===== src/rtl/pwm_phase_sequencer.sv =====
// PWM phase sequencer: turns Period/Duty into alternating high/low phases timed by a downstream
// Counter, with per-period shadowing so mid-period setting changes never glitch PwmOut.
module pwm_phase_sequencer #(
    parameter int WIDTH     = 16,
    parameter int MIN_PHASE = 3
) (
    input  logic             MClk,
    input  logic             Reset,
    input  logic             Start,
    input  logic             Stop,
    input  logic [WIDTH-1:0] Period,
    input  logic [WIDTH-1:0] Duty,
    input  logic             CntDone,
    output logic             CntEnable,
    output logic [WIDTH-1:0] CntMaxCount,
    output logic             PwmOut,
    output logic             PeriodTick,
    output logic             Busy,
    output logic             Clamped
);

    typedef enum logic [2:0] {IDLE, HI_CLR, HI_RUN, LO_CLR, LO_RUN} state_t;

    typedef struct packed {
        logic [WIDTH-1:0] hi_len;
        logic [WIDTH-1:0] lo_len;
        logic             has_hi;
        logic             clamp;
    } phases_t;

    localparam logic [WIDTH-1:0] MIN_LEN = WIDTH'(MIN_PHASE);

    function automatic logic [WIDTH-1:0] stretch(input logic [WIDTH-1:0] len);
        return (len < MIN_LEN) ? MIN_LEN : len;
    endfunction

    function automatic logic is_short(input logic [WIDTH-1:0] len);
        return (len != '0) && (len < MIN_LEN);
    endfunction

    // A zero-length request is not a clamp; only a nonzero length raised to MIN_LEN is.
    function automatic phases_t calc_phases(input logic [WIDTH-1:0] p, input logic [WIDTH-1:0] d);
        phases_t r;
        r = '0;
        if (d == '0) begin
            r.lo_len = stretch(p);
            r.clamp  = is_short(p);
        end else if (d >= p) begin
            r.has_hi = 1'b1;
            r.hi_len = stretch(p);
            r.clamp  = is_short(p);
        end else begin
            r.has_hi = 1'b1;
            r.hi_len = stretch(d);
            r.lo_len = stretch(p - d);
            r.clamp  = is_short(d) | is_short(p - d);
        end
        return r;
    endfunction

    state_t           state_q, state_d;
    logic [WIDTH-1:0] shp_q, shp_d;
    logic [WIDTH-1:0] shd_q, shd_d;
    logic             stop_pending_q, stop_pending_d;
    logic             clamped_q, clamped_d;
    logic [WIDTH-1:0] max_count_q, max_count_d;
    logic             pwm_q, pwm_d;
    logic             enable_q, enable_d;
    logic             tick_q, tick_d;
    logic             busy_q, busy_d;

    phases_t          new_ph;
    logic             cur_has_lo;
    logic [WIDTH-1:0] cur_lo_len;
    logic             period_start;
    logic             period_end;

    // Fresh settings decide the phase plan at a period start; the shadows decide it mid-period.
    assign new_ph     = calc_phases(Period, Duty);
    assign cur_has_lo = (shd_q < shp_q);
    assign cur_lo_len = stretch(shp_q - shd_q);

    always_comb begin
        state_d        = state_q;
        shp_d          = shp_q;
        shd_d          = shd_q;
        stop_pending_d = stop_pending_q;
        clamped_d      = clamped_q;
        max_count_d    = max_count_q;
        tick_d         = 1'b0;
        period_start   = 1'b0;
        period_end     = 1'b0;

        unique case (state_q)
            IDLE: begin
                if (Start) begin
                    period_start   = 1'b1;
                    clamped_d      = 1'b0;
                    stop_pending_d = Stop;
                end
            end
            HI_CLR: state_d = HI_RUN;
            HI_RUN: begin
                if (CntDone) begin
                    if (cur_has_lo) begin
                        state_d     = LO_CLR;
                        max_count_d = cur_lo_len - MIN_LEN;
                    end else begin
                        period_end = 1'b1;
                    end
                end
            end
            LO_CLR: state_d = LO_RUN;
            LO_RUN: begin
                if (CntDone) begin
                    period_end = 1'b1;
                end
            end
            default: state_d = IDLE;
        endcase

        if (Stop && (state_q != IDLE)) begin
            stop_pending_d = 1'b1;
        end

        if (period_end) begin
            if (stop_pending_q || Stop) begin
                state_d        = IDLE;
                stop_pending_d = 1'b0;
            end else begin
                period_start = 1'b1;
            end
        end

        if (period_start) begin
            shp_d     = Period;
            shd_d     = Duty;
            tick_d    = 1'b1;
            clamped_d = clamped_d | new_ph.clamp;
            if (new_ph.has_hi) begin
                state_d     = HI_CLR;
                max_count_d = new_ph.hi_len - MIN_LEN;
            end else begin
                state_d     = LO_CLR;
                max_count_d = new_ph.lo_len - MIN_LEN;
            end
        end

        pwm_d    = (state_d == HI_CLR) || (state_d == HI_RUN);
        enable_d = (state_d == HI_RUN) || (state_d == LO_RUN);
        busy_d   = (state_d != IDLE);
    end

    always_ff @(posedge MClk or posedge Reset) begin
        if (Reset) begin
            state_q        <= IDLE;
            shp_q          <= '0;
            shd_q          <= '0;
            stop_pending_q <= 1'b0;
            clamped_q      <= 1'b0;
            max_count_q    <= '0;
            pwm_q          <= 1'b0;
            enable_q       <= 1'b0;
            tick_q         <= 1'b0;
            busy_q         <= 1'b0;
        end else begin
            state_q        <= state_d;
            shp_q          <= shp_d;
            shd_q          <= shd_d;
            stop_pending_q <= stop_pending_d;
            clamped_q      <= clamped_d;
            max_count_q    <= max_count_d;
            pwm_q          <= pwm_d;
            enable_q       <= enable_d;
            tick_q         <= tick_d;
            busy_q         <= busy_d;
        end
    end

    assign CntEnable   = enable_q;
    assign CntMaxCount = max_count_q;
    assign PwmOut      = pwm_q;
    assign PeriodTick  = tick_q;
    assign Busy        = busy_q;
    assign Clamped     = clamped_q;

endmodule


===== config.mk =====
export PLATFORM = sky130hd
export DESIGN_NAME = pwm_phase_sequencer
export DESIGN_NICKNAME = d
export VERILOG_FILES = /design/src/rtl/pwm_phase_sequencer.sv
export SDC_FILE = /design/constraint.sdc
export NUM_CORES = 1
export LEC_CHECK = 0
export ABC_AREA = 1
export CORE_MARGIN = 2
export CORE_UTILIZATION = 33
export CTS_BUF_LIST = sky130_fd_sc_hd__clkbuf_8
export CTS_CLUSTER_DIAMETER = 120
export DETAILED_ROUTE_END_ITERATION = 16
export SLEW_MARGIN = 20
export SYNTH_ARGS = -nofsm -noshare
export SYNTH_HDL_FRONTEND = slang
export SYNTH_SLANG_ARGS = --single-unit

===== constraint.sdc =====
create_clock -name MClk -period 2.9 [get_ports MClk]
set_input_delay 0.87 -clock MClk [delete_from_list [all_inputs] [get_ports MClk]]
set_output_delay 0.87 -clock MClk [all_outputs]
set_load 0.03 [all_outputs]

=== After elaboration in Yosys (flattened, before gate mapping) ===
Index checks and enable logic that the tools add are counted.

* Output and inout port bits: 21
* Word-level logic and storage cells: 89
* Input port bits: 37
* Register bits: 57

* Mux-type cells: 40
* Equal/unequal tests: 7
* Bitwise operators: 2
* Add/sub/neg operators: 5
* Magnitude comparators: 6
* Reduce and logical (&&, ||, !) cells: 19

{| class="wikitable"
|+ Operator list
! operator !! number
|-
| 16-bit two-way mux || 13
|-
| 16-bit by 2-bit < comparator with 1-bit output (second input constant) || 4
|-
| 16-bit nonzero test || 3
|-
| 16-bit by 2-bit subtractor with 16-bit output (second input constant) || 3
|-
| 16-bit subtractor || 2
|-
| 1-bit two-way mux || 19
|-
| 16-bit greater-or-equal comparator || 1
|-
| 16-bit logical NOT || 1
|-
| 16-bit < comparator || 1
|-
| 3-bit two-way mux || 5
|-
| 3-bit one-hot mux with 4 select lines || 1
|-
| 3-bit by 2-bit == test with 1-bit output (second input constant) || 3
|-
| 3-bit by 1-bit == test with 1-bit output (second input constant) || 2
|-
| 3-bit == test (second input constant) || 2
|-
| 2-bit nonzero test || 3
|-
| 3-bit nonzero test || 2
|-
| 1-bit logical AND || 4
|-
| 3-bit logical NOT || 1
|-
| 1-bit logical OR || 3
|-
| 3-bit AND reduction || 1
|-
| 2-bit two-way mux || 1
|-
| 1-bit bitwise OR || 2
|-
| 1-bit one-hot mux with 2 select lines || 1
|-
| 2-bit OR reduction || 1
|}

=== Longest topological paths before layout ===
Gate-level depths: netlist of the first run.

* Depth in word-level cells: 9
* Mapped depth: 28
* Mapped depth without buffers: 28

=== Worst setup path after synthesis of the first run ===
No wires, ideal clock.

* Path kind: in2reg
* Start point: input Period[0]
* End point: register max_count_q[12], in the netlist CntMaxCount[12]
* Arrival: 3.300 ns
* Path buffers: 0
* Slack: -0.465 ns
* Required time: 2.835 ns
* Cell stages on the path: 26
* Cell sequence: inv_1 > ha_1 > inv_1 > fa_1 > nand3_1 > nand2_1 > nand2_2 > nand3_4 > nand2_2 > nand2_4 > nand2_4 > nand2_2 > o21ai_1 > inv_1 > nor2_2 > nor2_2 > ha_1 > inv_1 > nand2_2 > nor2_4 > nand2_2 > nor2_2 > nand2_1 > nand2_1 > nand2_1 > nand2_1

* Cells in the longest elaborated chain, start to end: 8

{| class="wikitable"
|+ RTL lines
! item !! RTL line !! source
|-
| start: declaration || 11 || <nowiki>input logic [WIDTH-1:0] Period,</nowiki>
|-
| 16-bit subtractor || 55 || <nowiki>r.lo_len = stretch(p - d);</nowiki>
|-
| 16-bit by 2-bit < comparator with 1-bit output || 34 || <nowiki>return (len < MIN_LEN) ? MIN_LEN : len;</nowiki>
|-
| 16-bit two-way mux || 34 ||
|-
| 16-bit two-way mux || 48 || <nowiki>end else if (d >= p) begin</nowiki>
|-
| 16-bit two-way mux || 45 || <nowiki>if (d == '0) begin</nowiki>
|-
| 16-bit by 2-bit subtractor with 16-bit output || 145 || <nowiki>max_count_d = new_ph.lo_len - MIN_LEN;</nowiki>
|-
| 16-bit two-way mux (*) || 140 || <nowiki>if (new_ph.has_hi) begin</nowiki>
|-
| 16-bit two-way mux (*) || 135 || <nowiki>if (period_start) begin</nowiki>
|-
| end signal: assignment || 172 || <nowiki>max_count_q <= max_count_d;</nowiki>
|-
| end: declaration || 66 || <nowiki>logic [WIDTH-1:0] max_count_q, max_count_d;</nowiki>
|}

Every way passes the cells marked *; elsewhere a longest branch is shown, timed or not.
A chain may end at the register's enable or synchronous reset.

=== Worst setup path in the final report of the first run ===
* Start point: input Period[0]
* End point: register max_count_q[6], in the netlist CntMaxCount[6]

Same word-level chain as after synthesis.

==> results of run 1 <==
## routing by layer
| metal | vias up | part of all wire | GRT usage |
|---|---|---|---|
| met2 | 115 | 0.48 | 0.342 |
| met3 | 24 | 0.030 | 0.0231 |
| met4 | 0 | 0.020 | 0.0543 |
| met5 | - | 0 | 0 |
| met1 | 2688 | 0.47 | 0.262 |
| li1 | 3151 | - | - |
## placed cells by master, fill, tap and decap left out, types with 25 or more instances in the layout
| cell | count |
|---|---|
| nand3_1 | 47 |
| inv_1 | 91 |
| nor2_1 | 51 |
| o21ai_0 | 27 |
| inv_2 | 25 |
| buf_4 | 187 |
| clkdlybuf4s50_1 | 25 |
| nand2_1 | 307 |
| dfrtp_1 | 57 |
| nand2_2 | 45 |
## state kept, by name, summed over array words and instances (netlist names)
| register | count |
|---|---|
| Busy | 1 |
| Clamped | 1 |
| CntEnable | 1 |
| CntMaxCount | 16 |
| PeriodTick | 1 |
| PwmOut | 1 |
| shd_q | 16 |
| shp_q | 16 |
| state_q | 3 |
| stop_pending_q | 1 |
## cells by family after synthesis
kind of cell               Yosys count  synth area share
and+or+nand+nor                    528             0.442
buffers and inverters              136             0.102
AOI/OAI and AO/OA                   77            0.0788
DFF                                 57             0.264
adders and majority gates           35            0.0839
xor gates and xnor gates            18            0.0292
## repair_timing
action / 4_1_cts / 5_1_grt
setup buffers: 19 / 9
endpoints found under the setup margin: 17 / 16
hold buffers: 0 / 0
resized for setup: 122 / 55
pin swaps: 39 / 34
## worst max-delay path, delay by kind of cell
kind                     cells  cell delay [ns]
AO/OA/AOI/OAI                2             0.23
AND/OR/NAND/NOR             13             1.00
buffers and inverters        7             0.57
adder cells (fa/ha/maj)      3             0.71
## synthesized netlist by cell type
master	number	area [sq um]
nand2_1	333	1250
inv_1	113	424
nor2_1	64	240
dfrtp_1	57	1430
nand3_1	53	265
ha_1	33	413
o21ai_0	30	150
nand2_2	25	156
a21oi_1	24	120
xor2_1	14	123
nand2_4	11	124
nand4_1	11	68.8
nor2_2	9	56.3
nor2_4	8	90.1
buf_2	7	35.0
o21ai_1	6	30.0
inv_2	5	18.8
a31oi_1	4	25.0
clkbuf_1	4	15.0
o21bai_1	4	30.0
xnor2_1	4	35.0
buf_6	3	33.8
nand3_2	3	30.0
a21o_1	2	15.0
and2_1	2	12.5
clkinv_2	2	10.0
fa_1	2	40.0
nand3b_1	2	15.0
nor4_1	2	12.5
o22ai_1	2	12.5
a21oi_2	1	8.76
buf_1	1	3.75
buf_4	1	7.51
nand3_4	1	17.5
nand3b_4	1	20.0
nor3_1	1	5.00
nor3_4	1	16.3
nor4b_1	1	8.76
o2111ai_1	1	8.76
o211ai_1	1	7.51
o22a_1	1	8.76
o32ai_1	1	8.76
## final cells by class
type	count	area, sq um	area share
inverter	120	470	0.0561
timing repair buffer	252	2070	0.246
clock inverter	6	66.3	0.00791
clock buffer	10	138	0.0164
tap	216	270	0.0322
sequential	57	1430	0.170
multi-input combinational	658	3950	0.471
## final timing paths
kind | endpoint | slack, ns | cells after the start
min reg2reg | CntMaxCount[11]$_DFFE_PP0P_ | 0.49 | 2
max | CntMaxCount[6]$_DFFE_PP0P_ | -0.19 | 25
min in group asynchronous | CntEnable$_DFF_PP0_ | 0.88 | 3
max in group asynchronous | PeriodTick$_DFF_PP0_ | 1.72 | 3
min | CntMaxCount[11]$_DFFE_PP0P_ | 0.49 | 2
max reg2reg | CntMaxCount[6]$_DFFE_PP0P_ | -0.11 | 25
## power groups by stage
stage / clock network [W] / registers, W / logic [W]
after CTS: 0.000784 / 0.00137 / 0.00863
final: 0.000771 / 0.00137 / 0.00935
after global routing: 0.000820 / 0.00142 / 0.0103
after global placement: 0 / 0.00138 / 0.00806
after detailed placement: 0 / 0.00138 / 0.00812
after floorplan: 0 / 0.00162 / 0.00470
## through the flow
stage               cell area [sq um]  TNS (ns)
floorplan                        5460     -2.07
global placement                 7510    -14.66
detailed placement               7510    -15.73
CTS                              8140    -0.331
global route                     8380     -3.48
finish                           8380     -1.07
==> flow_summary.yaml, run 1 <==
run_status:
  outcome: "finished with violations"
  violations: "negative setup slack"
detailed_routing:
  via_per_inst: 4.53
  drt-initial-drc-count: 357
  wirelength_microns: 17100
  drc: 0
  vias: 5978
  wl_per_cell_microns: 13.0
  antenna_left: 0
  firstDrtPassIters: 5
clocking:
  cts_sinks: 57
  cts_tree: "yes"
  cts_made_buffers: 9
  clkSlewWorstSetupHoldPaths_ns: 0.07
  htreeDepth: 3
  cts.path.max_buffers: 2
  cts-root-buf: "clkbuf_8"
  clk-insertion-delay-late_ns: 0.35
hold_path:
  hp-class: "flip-flop to flip-flop"
  worstHoldStart: "CntMaxCount[11]$_DFFE_PP0P_"
placement:
  place_hpwl_microns: 13700
  placed_cells: 1277
  gp_congestion: 0.861
  dpl_worst_slack_ns: -1.08
  portBuffers: 57
sta:
  final.setup.worst_slack_ns: -0.195
  skew_ns: 0.0120
  fin_crit_sh: 1.07
  finalCriticalPeriod_ns: 3.09
  rsz0062_at_grt: "true"
  setup_viol: 13
  worst_slew_pin_slew_ns: 0.540
  relSlewSlack: 0.639
  maxSlewViolCount: 0
  hold_viol: 0
  max_freq_ghz: 0.323
  hold_slack_ns: 0.486
synthesis:
  ys_seq_elements: 57
  avgSynthCellArea_sq_um: 6.34
  netlist_area_sq_mm: 0.00540
  ys_types: 42
  postSynthNetCount: 923
  ys.warnings.count: 0
  seq_area_frac_synth: 0.264
  syn_inst: 851
power_and_ir_drop:
  power_leakage_nw: 4.44
  swShare: 0.512
  pwr_density_cell_mw_per_mm2: 1370
  p_sw_w: 0.00589
  peakVddDrop_v: 0.000751
  power_w: 0.0115
  power_frac_comb: 0.813
  p_int_w: 0.00561
  pwr-share-seq: 0.120
  p_clk_frac: 0.067
worst_setup_path:
  startpoint: "Period[0]"
  critPathArrivalTime_ns: 3.37
  cp_max_fo: 4
  worstSetupStartpointType: "input pin"
  cpPeakStageDelay_ns: 0.40
  critPathKind: "input pin to flip-flop"
  critPathCaptureType: "flip-flop"
  critical_path.slowest_cell: "fa_2"
  r2r-start: "shd_q[9]$_DFFE_PP0N_"
  cp.required_ns: 3.17
final_layout:
  diodes: 0
  fin_util: 0.526
  drive_gt1_frac: 0.348
  syn2layout_area_growth_pct: 55.3
  fillers: 1576
  final_nets: 1170
  fin_cells: 1319
floorplanning:
  fp.dieW_microns: 132
  row_count: 46
  chipHeight_microns: 132
  boundaryPins: 58
  start_util: 0.339
  core_area_sq_mm: 0.0159
  die_area_sq_mm: 0.0174
global_routing:
  globalRouteTotalUtil: 0.198
  grt-ovfl-total: 0
  grt_start_max_net_pins: 58
  grt_pass1_wl_microns: 27900
  grt_pass1_vias: 5751
  antenna_found_initial: 0
flow_run:
  max-cap-violations: 0
Note: power is estimated with default switching activity, not from simulation.
==> run 2: changes to the inputs <==
--- a/config.mk
+++ b/config.mk
@@ -11,7 +11,7 @@
 export CTS_BUF_LIST = sky130_fd_sc_hd__clkbuf_8
 export CTS_CLUSTER_DIAMETER = 120
 export DETAILED_ROUTE_END_ITERATION = 16
-export SLEW_MARGIN = 20
+export SLEW_MARGIN = 25
 export SYNTH_ARGS = -nofsm -noshare
 export SYNTH_HDL_FRONTEND = slang
 export SYNTH_SLANG_ARGS = --single-unit
==> results of run 2 <==
The final DEF is identical to that of run 1; final timing and power are the same.
